[src/rtl/traffic_light_param_if.sv]
// Signal bundle between the intersection controller and its environment
// (sensors/requests in, lamp drives and display countdown out).
interface traffic_light_param_if #(
  parameter int CW = 4
);
  logic          sensor;
  logic          walk_btn;
  logic          night_mode;
  logic [2:0]    main_rgy;
  logic [2:0]    side_rgy;
  logic          walk_light;
  logic [CW-1:0] remaining;
  logic [3:0]    state_o;

  modport master (
    output sensor, walk_btn, night_mode,
    input  main_rgy, side_rgy, walk_light, remaining, state_o
  );

  modport slave (
    input  sensor, walk_btn, night_mode,
    output main_rgy, side_rgy, walk_light, remaining, state_o
  );
endinterface

[src/rtl/traffic_light_param.sv]
// Main/side intersection controller: timed phases, sensor extension, pedestrian
// all-red walk phase and night flashing; lamps are a Moore decode of the state.
module traffic_light_param #(
  parameter int CW       = 4,
  parameter int T_MAIN_G = 6,
  parameter int T_SIDE_G = 6,
  parameter int T_EXT    = 3,
  parameter int T_Y      = 2,
  parameter int T_WALK   = 3,
  parameter int T_AR     = 1
) (
  input  logic                 slow_clk,
  input  logic                 rst,
  traffic_light_param_if.slave tl
);

  typedef enum logic [3:0] {
    ALLRED = 4'd0,
    MG     = 4'd1,
    MG_EXT = 4'd2,
    MY     = 4'd3,
    WALK   = 4'd4,
    SG     = 4'd5,
    SG_EXT = 4'd6,
    SY     = 4'd7,
    NIGHT  = 4'd8
  } state_t;

  localparam logic [CW-1:0] L_MG   = CW'(T_MAIN_G - 1);
  localparam logic [CW-1:0] L_SG   = CW'(T_SIDE_G - 1);
  localparam logic [CW-1:0] L_EXT  = CW'(T_EXT - 1);
  localparam logic [CW-1:0] L_Y    = CW'(T_Y - 1);
  localparam logic [CW-1:0] L_WALK = CW'(T_WALK - 1);
  localparam logic [CW-1:0] L_AR   = CW'(T_AR - 1);

  state_t        state, state_n;
  logic [CW-1:0] timer, timer_n;
  logic          walk_pend, flash;
  logic          tdone;

  function automatic logic [CW-1:0] load_val(input state_t s);
    case (s)
      MG:             load_val = L_MG;
      SG:             load_val = L_SG;
      MG_EXT, SG_EXT: load_val = L_EXT;
      MY, SY:         load_val = L_Y;
      WALK:           load_val = L_WALK;
      ALLRED:         load_val = L_AR;
      default:        load_val = '0;
    endcase
  endfunction

  assign tdone = (timer == '0);

  always_ff @(posedge slow_clk or posedge rst) begin
    if (rst) begin
      state     <= ALLRED;
      timer     <= L_AR;
      walk_pend <= 1'b0;
      flash     <= 1'b0;
    end else begin
      state     <= state_n;
      timer     <= timer_n;
      // A press on the edge that enters WALK is absorbed by that walk phase.
      walk_pend <= (state_n == WALK && state != WALK) ? 1'b0 : (walk_pend | tl.walk_btn);
      if (state_n == NIGHT)
        flash <= (state != NIGHT) ? 1'b1 : ~flash;
      else
        flash <= 1'b0;
    end
  end

  always_comb begin
    state_n       = state;
    tl.main_rgy   = 3'b100;
    tl.side_rgy   = 3'b100;
    tl.walk_light = 1'b0;
    case (state)
      ALLRED: if (tdone) state_n = MG;
      MG: begin
        tl.main_rgy = 3'b001;
        if (tdone) state_n = tl.night_mode ? MY : (tl.sensor ? MG_EXT : MY);
      end
      MG_EXT: begin
        tl.main_rgy = 3'b001;
        if (tdone) state_n = MY;
      end
      MY: begin
        tl.main_rgy = 3'b010;
        if (tdone) state_n = tl.night_mode ? NIGHT : (walk_pend ? WALK : SG);
      end
      WALK: begin
        tl.walk_light = 1'b1;
        if (tdone) state_n = SG;
      end
      SG: begin
        tl.side_rgy = 3'b001;
        if (tdone) state_n = (tl.sensor && !tl.night_mode) ? SG_EXT : SY;
      end
      SG_EXT: begin
        tl.side_rgy = 3'b001;
        if (tdone) state_n = SY;
      end
      SY: begin
        tl.side_rgy = 3'b010;
        if (tdone) state_n = tl.night_mode ? NIGHT : MG;
      end
      NIGHT: begin
        tl.main_rgy = {1'b0, flash, 1'b0};
        tl.side_rgy = {flash, 2'b00};
        if (!tl.night_mode) state_n = ALLRED;
      end
      default: state_n = ALLRED;
    endcase

    // Reload on every phase change; NIGHT is untimed and parks the timer at 0.
    if (state_n != state)
      timer_n = load_val(state_n);
    else if (!tdone)
      timer_n = timer - 1'b1;
    else
      timer_n = timer;
  end

  assign tl.remaining = timer;
  assign tl.state_o   = state;

endmodule

[src/flat_wrapper.sv]
// flat-port wrapper written by rule: the top's interface ports become plain ports
module traffic_light_param_flat 
#(
  parameter int CW       = 4,
  parameter int T_MAIN_G = 6,
  parameter int T_SIDE_G = 6,
  parameter int T_EXT    = 3,
  parameter int T_Y      = 2,
  parameter int T_WALK   = 3,
  parameter int T_AR     = 1
)
  (slow_clk, rst, tl_sensor, tl_walk_btn, tl_night_mode, tl_main_rgy, tl_side_rgy, tl_walk_light, tl_remaining, tl_state_o);
  traffic_light_param_if #(.CW(CW)) tl_i ();
  input  logic slow_clk;
  input  logic rst;
  input wire logic [$bits(tl_i.sensor)-1:0] tl_sensor;
  input wire logic [$bits(tl_i.walk_btn)-1:0] tl_walk_btn;
  input wire logic [$bits(tl_i.night_mode)-1:0] tl_night_mode;
  output wire logic [$bits(tl_i.main_rgy)-1:0] tl_main_rgy;
  output wire logic [$bits(tl_i.side_rgy)-1:0] tl_side_rgy;
  output wire logic [$bits(tl_i.walk_light)-1:0] tl_walk_light;
  output wire logic [$bits(tl_i.remaining)-1:0] tl_remaining;
  output wire logic [$bits(tl_i.state_o)-1:0] tl_state_o;
  assign tl_i.sensor = tl_sensor;
  assign tl_i.walk_btn = tl_walk_btn;
  assign tl_i.night_mode = tl_night_mode;
  assign tl_main_rgy = tl_i.main_rgy;
  assign tl_side_rgy = tl_i.side_rgy;
  assign tl_walk_light = tl_i.walk_light;
  assign tl_remaining = tl_i.remaining;
  assign tl_state_o = tl_i.state_o;
  traffic_light_param #(.CW(CW), .T_MAIN_G(T_MAIN_G), .T_SIDE_G(T_SIDE_G), .T_EXT(T_EXT), .T_Y(T_Y), .T_WALK(T_WALK), .T_AR(T_AR)) u_core (.slow_clk(slow_clk), .rst(rst), .tl(tl_i));
endmodule
[config.mk]
export PLATFORM = sky130hd
export DESIGN_NAME = traffic_light_param_flat
export DESIGN_NICKNAME = d
export VERILOG_FILES = /design/src/rtl/traffic_light_param_if.sv /design/src/rtl/traffic_light_param.sv /design/src/flat_wrapper.sv
export SDC_FILE = /design/constraint.sdc
export NUM_CORES = 1
export LEC_CHECK = 0
export BUFFER_PORTS_ARGS = -buffer_cell sky130_fd_sc_hd__buf_2
export CORE_ASPECT_RATIO = 1.2
export CORE_UTILIZATION = 45
export CTS_CLUSTER_SIZE = 14
export DETAILED_ROUTE_END_ITERATION = 6
export HOLD_SLACK_MARGIN = 0.02
export PLACE_DENSITY = 0.7
export SLEW_MARGIN = 20
export SYNTH_ARGS = -nofsm -noshare
export SYNTH_HDL_FRONTEND = slang
export SYNTH_SLANG_ARGS = --single-unit
[constraint.sdc]
create_clock -name slow_clk -period 1.6 [get_ports slow_clk]
set_input_delay 0.16 -clock slow_clk [delete_from_list [all_inputs] [get_ports slow_clk]]
set_output_delay 0.16 -clock slow_clk [all_outputs]
set_load 0.02 [all_outputs]
### Word level (Yosys, flattened, before mapping)

Memories as Yosys holds them, arrays and structs flattened.
Cells that the tools add are included.

* add/subtract/negate cells: 1
* equal/unequal tests: 14
* multiplexer cells: 25
* bitwise operators: 2
* reduce and logical (&&, ||, !) cells: 7

Operator list (number)
* two-way mux 4 bit: 15
* one-hot mux 4 bit (9 select lines): 1
* == test 4 x 3 -> 1 bit (second input constant): 5
* one-hot mux 3 bit (3 select lines): 2
* == test 4 x 2 -> 1 bit (second input constant): 2
* == test 4 bit (second input constant): 2
* zero test 4 bit: 2
* two-way mux 1 bit: 7
* == test 4 x 1 -> 1 bit (second input constant): 1
* != test 4 x 3 -> 1 bit (second input constant): 1
* != test 4 bit: 1
* != test 4 bit (second input constant): 1
* OR reduction 2 bit: 2
* subtractor 4 x 1 -> 4 bit (second input constant): 1
* logical AND 1 bit: 2
* != test 2 bit (second input constant): 1
* zero test 1 bit: 1
* inverter 1 bit: 1
* bitwise OR 1 bit: 1

* register bits after elaboration: 10
* ROM bits: 24
* output and inout bits: 15
* memories: 1

Memories
* (name not given): words 8, width 3, rd ports 1, clocked after Yosys merged registers in 0, write ports 0, line traffic_light_param.sv:42 `case (s)`

### Depth between registers and ports, before layout

Gate-level depths: netlist of run 1.

* word-level depth: 8
* gate-level depth with buffers: 7

### Worst setup path before layout of run 1

Ideal clock, no wire load.

* path type: flip-flop to flip-flop
* start point: reg u_core.timer[0] (netlist: u_core.tl.remaining[0])
* end point: reg u_core.timer[1] (netlist: u_core.tl.remaining[1])
* setup time: 122 ps
* arrival: 1659 ps
* data required time: 1478 ps
* path slack: -181 ps
* cell stages (with the launch flop): 7
* buffers on the path: 0
* path through: dfrtp_1 inv_1 ha_1 nor3b_2 or3_1 a32o_1 a32o_1

* cells in the longest elaborated chain, start to end: 6
* elaborated cells between the ends (all ways): 17
* those cells by class: add/sub: 1; eq/ne: 2; mux: 12; reduce/logical: 1; memory: 1

Ends and longest elaborated chain
* start: declaration: line traffic_light_param.sv:37 `logic [CW-1:0] timer, timer_n;`
* start signal: assignment: line traffic_light_param.sv:63 `timer <= timer_n;`
* zero test 4 bit: line traffic_light_param.sv:53 `assign tdone = (timer == '0);`
* two-way mux 4 bit (tied with other cells): line traffic_light_param.sv:106 `if (tdone) state_n = tl.night_mode ? NIGHT : MG;`
* one-hot mux 4 bit (9 select lines): line traffic_light_param.sv:78 `case (state)`
* memory (8 x 3 bit)
* two-way mux 4 bit: line traffic_light_param.sv:42
* two-way mux 4 bit: line traffic_light_param.sv:117 `if (state_n != state)`

Parallel ways exist; a longest one is shown, timed or not. The select of a mux whose other input is x is not followed.
A chain may end at the register's enable or synchronous reset.

### Final worst setup path of run 1

Same ends and word-level chain as after synthesis.

==> metrics.cfg, run 1 <==
[synthesis]
syn_nets=92
ys.warnings.count=0
syn-instance-count=86
synthDominantAreaCellType=dfrtp_1
synth.ff_latch_count=10
synth.lib_cells_used.distinct=36
post_synth_main_area_contributors=dfrtp_1 34%, nor2_1 5.6%, mux2i_1 4.1%
post_synth.cell_area_avg_sq_um=8.60
synth_sequential_area_ratio=0.338
post_synth_instance_area_sq_um=739
post-synth-top-area-fraction=0.338

[cells_and_area]
layout-drive-gt1-share=0.516
post_layout_cell_count=141
post-route-util=0.738
antenna_diodes=0
p_r_area_growth_vs_syn_pct=48.1
num-nets-final=131

[cts]
htree_num_levels=1
cts_buffers=3
cts-root-buf=clkbuf_4
cts.clk_slew.worst_paths_ns=0.07
cts_buffer_depth=2
cts_tree=yes
insertion_delay_ns=0.26
clock_sinks=10

[drt]
drtAntennaViolNets=0
avgRoutedWirePerCell_um=13.4
detail_route.first_pass.iterations=4
via_count=750
remaining_drc_errors=0
dr_iter_0_viols=15
routed_via_density=5.32
finalWirelength_mm=1.89

[sta]
setup_slack_ns=-0.0909
final-setup-viol-count=4
finalWorstPathRequiredPeriod_ns=1.69
worst_slew_pin_slew_ns=0.400
fmax_ghz=0.591
finalHoldViolCount=0
final.period_utilization=1.06
slew_violations=0
timing.max_slew.rel_slack=0.733
clock_skews_ns=0.00553
unrepaired_setup_endpoints_after_global_routing=yes
whs_ns=0.166

[pwr]
leakage_nw=0.519
power_density_nw_per_um2=2410
worst_ir_drop_vdd_v=0.00153
power.switching_mw=1.20
pwr-share-clk=0.084
design_power_total_mw=2.64
internal-power_mw=1.44
power_switching_share=0.455
comb_power_share=0.738
sequentialPowerShare=0.179

[hold_path]
hold_start=tl_walk_btn
min_delay_worst_endpoint=u_core.walk_pend
hold_path_class=in2reg
worstHoldPathCells=3

[die]
design.core.area_sq_um=1480
die-height_um=46.4
std_cell_rows=15
die_area_sq_um=1810
pin_count=20
die-width_um=39.0
effective_utilization_at_floorplan=0.499

[place]
hpwlAfterDp_mm=1.35
placed_cells_incl_taps=128
globalplace.congestion=0.784
place_worst_setup_slack_ns=-0.146
io_buffers=19

[critical_path]
critPathMaxStageDelay_ns=0.41
setup.worst_path.start_class=register
timing.critical_path.cells=inv_2 > ha_4 > nor3b_4 > nand3b_1 > a32o_1 > a32o_1
critPathMaxFanout=8
timing.critical_path.mode_cell=a32o_1
r2r-end=u_core.tl.remaining[1]
timing.critical_path.slowest_stage_cell=dfrtp_2
regToRegSetupSlack_ns=-0.09
timing.rr.start=u_core.tl.remaining[0]
critical_path.endpoint_type=register
required_ns=1.75
worst-endpoint-arrival_ns=1.84
setup.worst_path.class=reg2reg
ff2ff_path_depth=6

[global_routing]
groute.usage.overall=0.231
largest_net_degree_at_the_start_of_global_routing=15
grt.overflow.total=0
first_global_vias=619
number_of_antenna_violations_at_the_first_check_in_global_routing=0
wire_length_of_the_first_global_routing_pass_mm=2.83

[status]
failed_checks=negative setup slack
status=finished with violations

[run]
drv_cap=0

-- Yosys cell counts --
cell type	number
or2_1	1
nor3_1	4
clkbuf_1	1
nand2_2	1
a22oi_1	1
or3_1	2
dfrtp_1	10
o2111ai_1	1
nand2_1	6
mux2i_1	3
and2b_4	1
a21oi_1	3
buf_4	1
o31ai_1	1
nand3b_1	1
nor3b_2	1
nand2_4	1
or4b_4	1
inv_2	2
a211oi_1	1
nor2b_1	2
ha_1	1
a211oi_2	1
nand2b_1	3
o22ai_1	1
inv_1	6
nor2_1	11
buf_6	1
and3_1	1
a31oi_1	3
o211ai_2	1
and4bb_1	2
xnor2_1	3
a32o_1	2
buf_2	2
nand3_1	3
-- logic make-up after synthesis --
family | count (synthesis) | synth area share
AO/OA/AOI/OAI | 15 | 0.157
XOR/XNOR | 3 | 0.0355
adder cells (fa/ha/maj) | 1 | 0.0169
buffers and inverters | 13 | 0.0846
flip-flops | 10 | 0.338
multiplexers | 3 | 0.0406
AND/OR/NAND/NOR | 41 | 0.327
-- registers in the layout, indices dropped and copies added (netlist names) --
signal	count
u_core.tl.state_o	4
u_core.tl.remaining	4
u_core.flash	1
u_core.walk_pend	1
-- routing by layer --
metal	GRT usage	vias up	share of wire
li1	-	381	-
met1	0.300	349	0.43
met2	0.390	18	0.52
met3	0.0725	2	0.043
met4	0.0207	0	0.0053
met5	0	-	0
-- worst max-delay path: cells and delay by family (launching register included) --
kind	cells	cell delay, ns
adder cells (fa/ha/maj)	1	0.13
AND/OR/NAND/NOR	2	0.49
buffers and inverters	1	0.08
AO/OA/AOI/OAI	2	0.47
flip-flops	1	0.41
-- cell type report --
cell class	count	area, sq um
Clock buffer	4	36.3
Sequential cell	10	255
Timing Repair Buffer	39	264
Tap cell	17	21.3
Inverter	8	30.0
Multi-Input combinational cell	63	488
Fill cell	122	388
-- layout by cell type (no fill, tap or decap), types with 4 or more instances in the layout --
master,n
buf_4,17
dfrtp_1,6
nand2_1,6
nor3_1,4
inv_1,4
dfrtp_2,4
inv_2,4
buf_2,19
nor2_1,10
-- power by group through the flow --
| stage | combinational (mW) | sequential [mW] | clock (mW) |
|---|---|---|---|
| after floorplan | 1.02 | 0.583 | 0 |
| after global placement | 1.63 | 0.469 | 0 |
| after detailed placement | 1.67 | 0.476 | 0 |
| after CTS | 1.86 | 0.482 | 0.231 |
| after global routing | 2.11 | 0.488 | 0.243 |
| final | 1.95 | 0.472 | 0.221 |
-- stage by stage --
step	setup TNS [ns]	cell area, sq um
CTS	-0.126	1040
finish	-0.236	1090
global route	-0.725	1090
global placement	-0.223	935
detailed placement	-0.574	935
floorplan	-0.0471	756
-- worst max path at each step --
stage,depth (start not counted),slack [ns],startpoint,end
CTS,6,-0.04,u_core.tl.remaining[0],u_core.tl.remaining[0]
finish,6,-0.09,u_core.tl.remaining[0],u_core.tl.remaining[1]
floorplan,6,-0.04,u_core.tl.remaining[0],u_core.tl.remaining[1]
global route,6,-0.17,u_core.tl.remaining[0],u_core.tl.remaining[0]
global placement,6,-0.09,u_core.tl.remaining[0],u_core.tl.remaining[1]
detailed placement,7,-0.15,u_core.tl.remaining[0],u_core.tl.remaining[0]
-- timing repair --
| item | in CTS | in global routing |
|---|---|---|
| pin swaps | 4 | 3 |
| setup buffers | 3 | 5 |
| resized for setup | 8 | 3 |
| hold buffers | 1 | 0 |
| setup endpoints to repair | 8 | 9 |
| hold endpoints to repair | 10 | 0 |
(Power assumes the default switching activity.)
==> run 2, diff against run 1 <==
--- a/config.mk
+++ b/config.mk
@@ -5,13 +5,13 @@
 export SDC_FILE = /design/constraint.sdc
 export NUM_CORES = 1
 export LEC_CHECK = 0
-export BUFFER_PORTS_ARGS = -buffer_cell sky130_fd_sc_hd__buf_2
-export CORE_ASPECT_RATIO = 1.2
-export CORE_UTILIZATION = 45
+export CORE_UTILIZATION = 50
+export CTS_BUF_LIST = sky130_fd_sc_hd__clkbuf_4 sky130_fd_sc_hd__clkbuf_8 sky130_fd_sc_hd__clkbuf_16
 export CTS_CLUSTER_SIZE = 14
 export DETAILED_ROUTE_END_ITERATION = 6
+export DONT_BUFFER_PORTS = 1
 export HOLD_SLACK_MARGIN = 0.02
-export PLACE_DENSITY = 0.7
+export PLACE_DENSITY = 0.65
 export SLEW_MARGIN = 20
 export SYNTH_ARGS = -nofsm -noshare
 export SYNTH_HDL_FRONTEND = slang
==> run 2 against run 1 <==
  * Worst hold slack got worse by 0.092 ns
  * Core utilization increased by 1.8 points
  * Largest cell class unchanged
  * Register-to-register slack improved by 0.05 ns
  * Sequential power decreased by 4%
  * Non-clock buffer count decreased by 16
  * Flip-flop and latch count unchanged
  * Highest routed layer is now met3
  * Clock power decreased by 9.0%
  * The flow still finishes with violations (negative setup slack)
==> metrics.cfg, run 2 (synthesis gave the netlist of run 1 again) <==
[pwr]
internal-power_mw=1.35
power_switching_share=0.465
comb_power_share=0.741
worst_ir_drop_vdd_v=0.00145
leakage_nw=0.448
power_density_nw_per_um2=2510
pwr-share-clk=0.079
power.switching_mw=1.18
sequentialPowerShare=0.180

[cts]
cts.clk_slew.worst_paths_ns=0.07
insertion_delay_ns=0.26
clock_sinks=10
cts-root-buf=clkbuf_4
cts_buffers=3
cts_buffer_depth=2
htree_num_levels=1
cts_tree=yes

[critical_path]
setup.worst_path.class=reg2reg
critPathMaxFanout=8
timing.critical_path.cells=inv_2 > ha_4 > nor3b_4 > nand2_1 > o211ai_4 > a31oi_1
cp_top_family=simple AND/OR/NAND/NOR gates
setup.worst_path.start_class=register
required_ns=1.73
critical_path.n_buffers_inverters=1
timing.critical_path.slowest_stage_cell=dfrtp_2
critPathMaxStageDelay_ns=0.41
critical_path.endpoint_type=register
worst-endpoint-arrival_ns=1.77

[place]
placed_cells_incl_taps=115
globalplace.congestion=0.725
io_buffers=0
place_worst_setup_slack_ns=-0.161
hpwlAfterDp_mm=1.29
placed_area_sq_um=897

[drt]
remaining_drc_errors=0
avgRoutedWirePerCell_um=14.4
via_count=683
routed_via_density=5.55
dr_iter_0_viols=22
finalWirelength_mm=1.77
detail_route.first_pass.iterations=4
drtAntennaViolNets=0

[cells_and_area]
nFillCells=99
post_layout_cell_count=123
antenna_diodes=0
seqCellArea_sq_um=254
multi_input_area_sq_um=482
p_r_area_growth_vs_syn_pct=36.4
num-nets-final=115
mostFrequentLayoutCells=19 x buf_4, 8 x nor2_1, 7 x dfrtp_1, 6 x nand2_1
post-route-util=0.756
most_common_cell_after_layout_fill_and_taps_aside=buf_4
final_cell_area_sq_um=1010
layout-drive-gt1-share=0.426

[die]
die-height_um=40.5
die_area_sq_um=1640
std_cell_rows=13
design.core.area_sq_um=1330
die-width_um=40.5
effective_utilization_at_floorplan=0.554
pin_count=20

[sta]
final.period_utilization=1.03
timing.max_slew.rel_slack=0.746
clock_skews_ns=0.00710
worst_slew_pin_slew_ns=0.381
fmax_ghz=0.609
setup_slack_ns=-0.0428
tns_ns=-0.151
finalHoldViolCount=0
finalWorstPathRequiredPeriod_ns=1.64
unrepaired_setup_endpoints_after_global_routing=yes
slew_violations=0
final-setup-viol-count=5

[status]
status=finished with violations
failed_checks=negative setup slack

[global_routing]
first_global_vias=573
wire_length_of_the_first_global_routing_pass_mm=2.55
largest_net_degree_at_the_start_of_global_routing=15
grt.overflow.total=0
groute.usage.overall=0.245
number_of_antenna_violations_at_the_first_check_in_global_routing=0

[run]
drv_cap=0

[hold_path]
hold_path_class=in2reg

==> run 2: changes by cell type in the layout (fill, tap and decap cells not counted), moves of 2 or more <==
cell	before	now
nor2_2	0	2
nor2_1	10	8
buf_4	17	19
buf_2	19	0
==> run 2: power groups by stage <==
| stage | combinational (mW) | sequential [mW] | clock (mW) |
|---|---|---|---|
| floorplan | 1.02 | 0.583 | 0 |
| global placement | 1.64 | 0.449 | 0 |
| detailed placement | 1.67 | 0.450 | 0 |
| CTS | 1.82 | 0.452 | 0.209 |
| global route | 2.04 | 0.470 | 0.220 |
| finish | 1.87 | 0.454 | 0.201 |
==> run 2: cell type report <==
type / instances / area share
clock buffer: 4 / 0.0298
inverter: 8 / 0.0298
multi-input combinational: 63 / 0.478
sequential: 10 / 0.252
tap: 15 / 0.0186
timing repair buffer: 23 / 0.192
==> run 2: path summary, 6_finish.rpt <==
kind	depth (start not counted)	slack, ns	from	to
max in group asynchronous	2	0.99	rst	u_core.tl.state_o[2]
min in group asynchronous	2	0.31	rst	u_core.tl.remaining[3]
setup reg to reg	6	-0.04	u_core.tl.remaining[1]	u_core.walk_pend
hold / removal	2	0.07	tl_walk_btn	u_core.walk_pend
hold reg to reg	1	0.48	u_core.flash	u_core.flash
setup / recovery	6	-0.04	u_core.tl.remaining[1]	u_core.walk_pend
==> run 2: layer usage <==
layer  share of wire  vias to the layer above  GRT usage
li1                -                      348          -
met2            0.48                       14      0.369
met3           0.051                        0     0.0667
met5               0                        -          0
met4               0                        0      0.125
met1            0.47                      321      0.316
==> run 2: repair_timing <==
item	CTS	global route
resized for setup	6	4
pin swaps	6	1
setup endpoints to repair	8	11
hold endpoints to repair	11	0
setup buffers	1	1
hold buffers	2	0
gates cloned	0	0
==> run 2: metrics by stage <==
stage	hold slack, ns	power (mW)
6_report	0.0741	2.53
4_1_cts	0.0659	2.48
2_1_floorplan	-0.0000243	1.61
5_1_grt	0.0615	2.73
3_3_place_gp	0.0454	2.09
3_5_place_dp	0.0519	2.12
==> run 3, diff against run 2 <==
--- a/config.mk
+++ b/config.mk
@@ -6,7 +6,7 @@
 export NUM_CORES = 1
 export LEC_CHECK = 0
 export CORE_UTILIZATION = 50
-export CTS_BUF_LIST = sky130_fd_sc_hd__clkbuf_4 sky130_fd_sc_hd__clkbuf_8 sky130_fd_sc_hd__clkbuf_16
+export CTS_BUF_LIST = sky130_fd_sc_hd__clkbuf_8
 export CTS_CLUSTER_SIZE = 14
 export DETAILED_ROUTE_END_ITERATION = 6
 export DONT_BUFFER_PORTS = 1
==> run 3 against run 2 <==
  * The run still ends with negative setup slack left
  * Sequential power is essentially flat
  * Worst hold slack lost 0.026 ns
  * Cell count down 0.81%
  * Via count is 2.2% higher
  * Global-route usage rose by 0.46 points
  * Non-clock buffer count down 1
  * Combinational power is essentially flat
  * Worst setup slack lost 0.012 ns
  * Cell area is 0.62% higher
  * Clock skew shrank 0.0043 ns
==> metrics.cfg, run 3 (synthesis gave the netlist of run 1 again) <==
[status]
status=finished with violations
failed_checks=negative setup slack

[sta]
finalHoldViolCount=0
final-setup-viol-count=5
slew_violations=0
whs_ns=0.0480
final.period_utilization=1.03
unrepaired_setup_endpoints_after_global_routing=yes
clock_skews_ns=0.00282
fmax_ghz=0.604
setup_slack_ns=-0.0548
worst_slew_pin_slew_ns=0.380
tns_ns=-0.191
finalWorstPathRequiredPeriod_ns=1.65
timing.max_slew.rel_slack=0.747

[critical_path]
timing.critical_path.mode_cell=a32o_1
critical_path.endpoint_type=register
timing.critical_path.slowest_stage_cell=dfrtp_2
required_ns=1.72
cp_top_family=compound AO/OA/AOI/OAI gates
critPathMaxFanout=8
regToRegSetupSlack_ns=-0.05
setup.worst_path.start_class=register
timing.critical_path.cells=inv_2 > ha_4 > nor3b_4 > mux2i_1 > a32o_1 > a32o_1
critical_path.n_buffers_inverters=1
setup.worst_path.class=reg2reg
critPathMaxStageDelay_ns=0.40
worst-endpoint-arrival_ns=1.78

[cells_and_area]
antenna_diodes=0
post_layout_cell_count=122
mostFrequentLayoutCells=19 x buf_4, 10 x nor2_1, 6 x nand2_1, 6 x dfrtp_1, 5 x inv_1
num-nets-final=114
layout-drive-gt1-share=0.421
p_r_area_growth_vs_syn_pct=37.2
nFillCells=96
most_common_cell_after_layout_fill_and_taps_aside=buf_4
post-route-util=0.761

[drt]
dr_iter_0_viols=25
via_count=698
finalWirelength_mm=1.85
detail_route.first_pass.iterations=4
avgRoutedWirePerCell_um=15.2
routed_via_density=5.72
drtAntennaViolNets=0
remaining_drc_errors=0

[pwr]
design_power_total_mw=2.61
power_density_nw_per_um2=2570
worst_ir_drop_vdd_v=0.00150
leakage_nw=0.449

[global_routing]
groute.usage.overall=0.249
wire_length_of_the_first_global_routing_pass_mm=2.57
number_of_antenna_violations_at_the_first_check_in_global_routing=0
first_global_vias=577
grt.overflow.total=0
largest_net_degree_at_the_start_of_global_routing=15

[run]
drv_cap=0

[die]
die_area_sq_um=1640
pin_count=20
effective_utilization_at_floorplan=0.554
die-width_um=40.5
design.core.area_sq_um=1330
die-height_um=40.5
std_cell_rows=13

[cts]
cts.clk_slew.worst_paths_ns=0.05
clock_sinks=10
cts-root-buf=clkbuf_8
htree_num_levels=1
cts_tree=yes
insertion_delay_ns=0.24
cts_buffer_depth=2
cts_buffers=3

[hold_path]
hold_path_class=in2reg

[place]
globalplace.congestion=0.725
hpwlAfterDp_mm=1.29
io_buffers=0
placed_cells_incl_taps=115

run 3: cell types whose count changed in the layout (fill, tap and decap cells not counted), moves of 2 or more:
cell / change
nor2_2: -2
clkbuf_8: +3
nor2_1: +2
clkbuf_4: -4
run 3: what timing repair did:
action | in CTS | in global routing
hold buffers | 1 | 0
resized for setup | 6 | 4
endpoints found under the hold margin | 10 | 0
endpoints found under the setup margin | 7 | 9
setup buffers | 1 | 1
pin swaps | 6 | 2
run 3: power breakdown:
group | switching, mW | internal [mW] | total, mW
logic | 1.01 | 0.867 | 1.88
clock network | 0.107 | 0.169 | 0.275
registers | 0.0863 | 0.369 | 0.456
run 3: worst paths after layout:
path,start,endpoint,cells past startpoint
setup / recovery,u_core.tl.remaining[1],u_core.tl.remaining[1],6
max in group asynchronous,rst,u_core.tl.state_o[3],2
hold / removal,tl_night_mode,u_core.tl.state_o[3],2
hold reg to reg,u_core.flash,u_core.flash,1
setup reg to reg,u_core.tl.remaining[1],u_core.tl.remaining[1],6
min in group asynchronous,rst,u_core.tl.remaining[3],2
run 3: layout make-up:
| type | instances | area (sq um) | area share |
|---|---|---|---|
| Multi-Input combinational cell | 63 | 482 | 0.475 |
| Timing Repair Buffer | 22 | 184 | 0.181 |
| Inverter | 8 | 30.0 | 0.0296 |
| Clock buffer | 3 | 41.3 | 0.0407 |
| Tap cell | 15 | 18.8 | 0.0185 |
| Sequential cell | 10 | 255 | 0.252 |
| Clock inverter | 1 | 3.75 | 0.00370 |
run 3: layer usage:
layer | track usage | part of all wire
met1 | 0.327 | 0.47
met2 | 0.389 | 0.48
met3 | 0.0778 | 0.051
met4 | 0.0750 | 0.0043
met5 | 0 | 0
run 3: per-stage QoR:
step | setup WS, ns | instance area (sq um)
after global placement | -0.106 | 897
after global routing | -0.152 | 1010
after floorplan | -0.0448 | 756
final | -0.0548 | 1010
after CTS | -0.0399 | 992
after detailed placement | -0.161 | 897
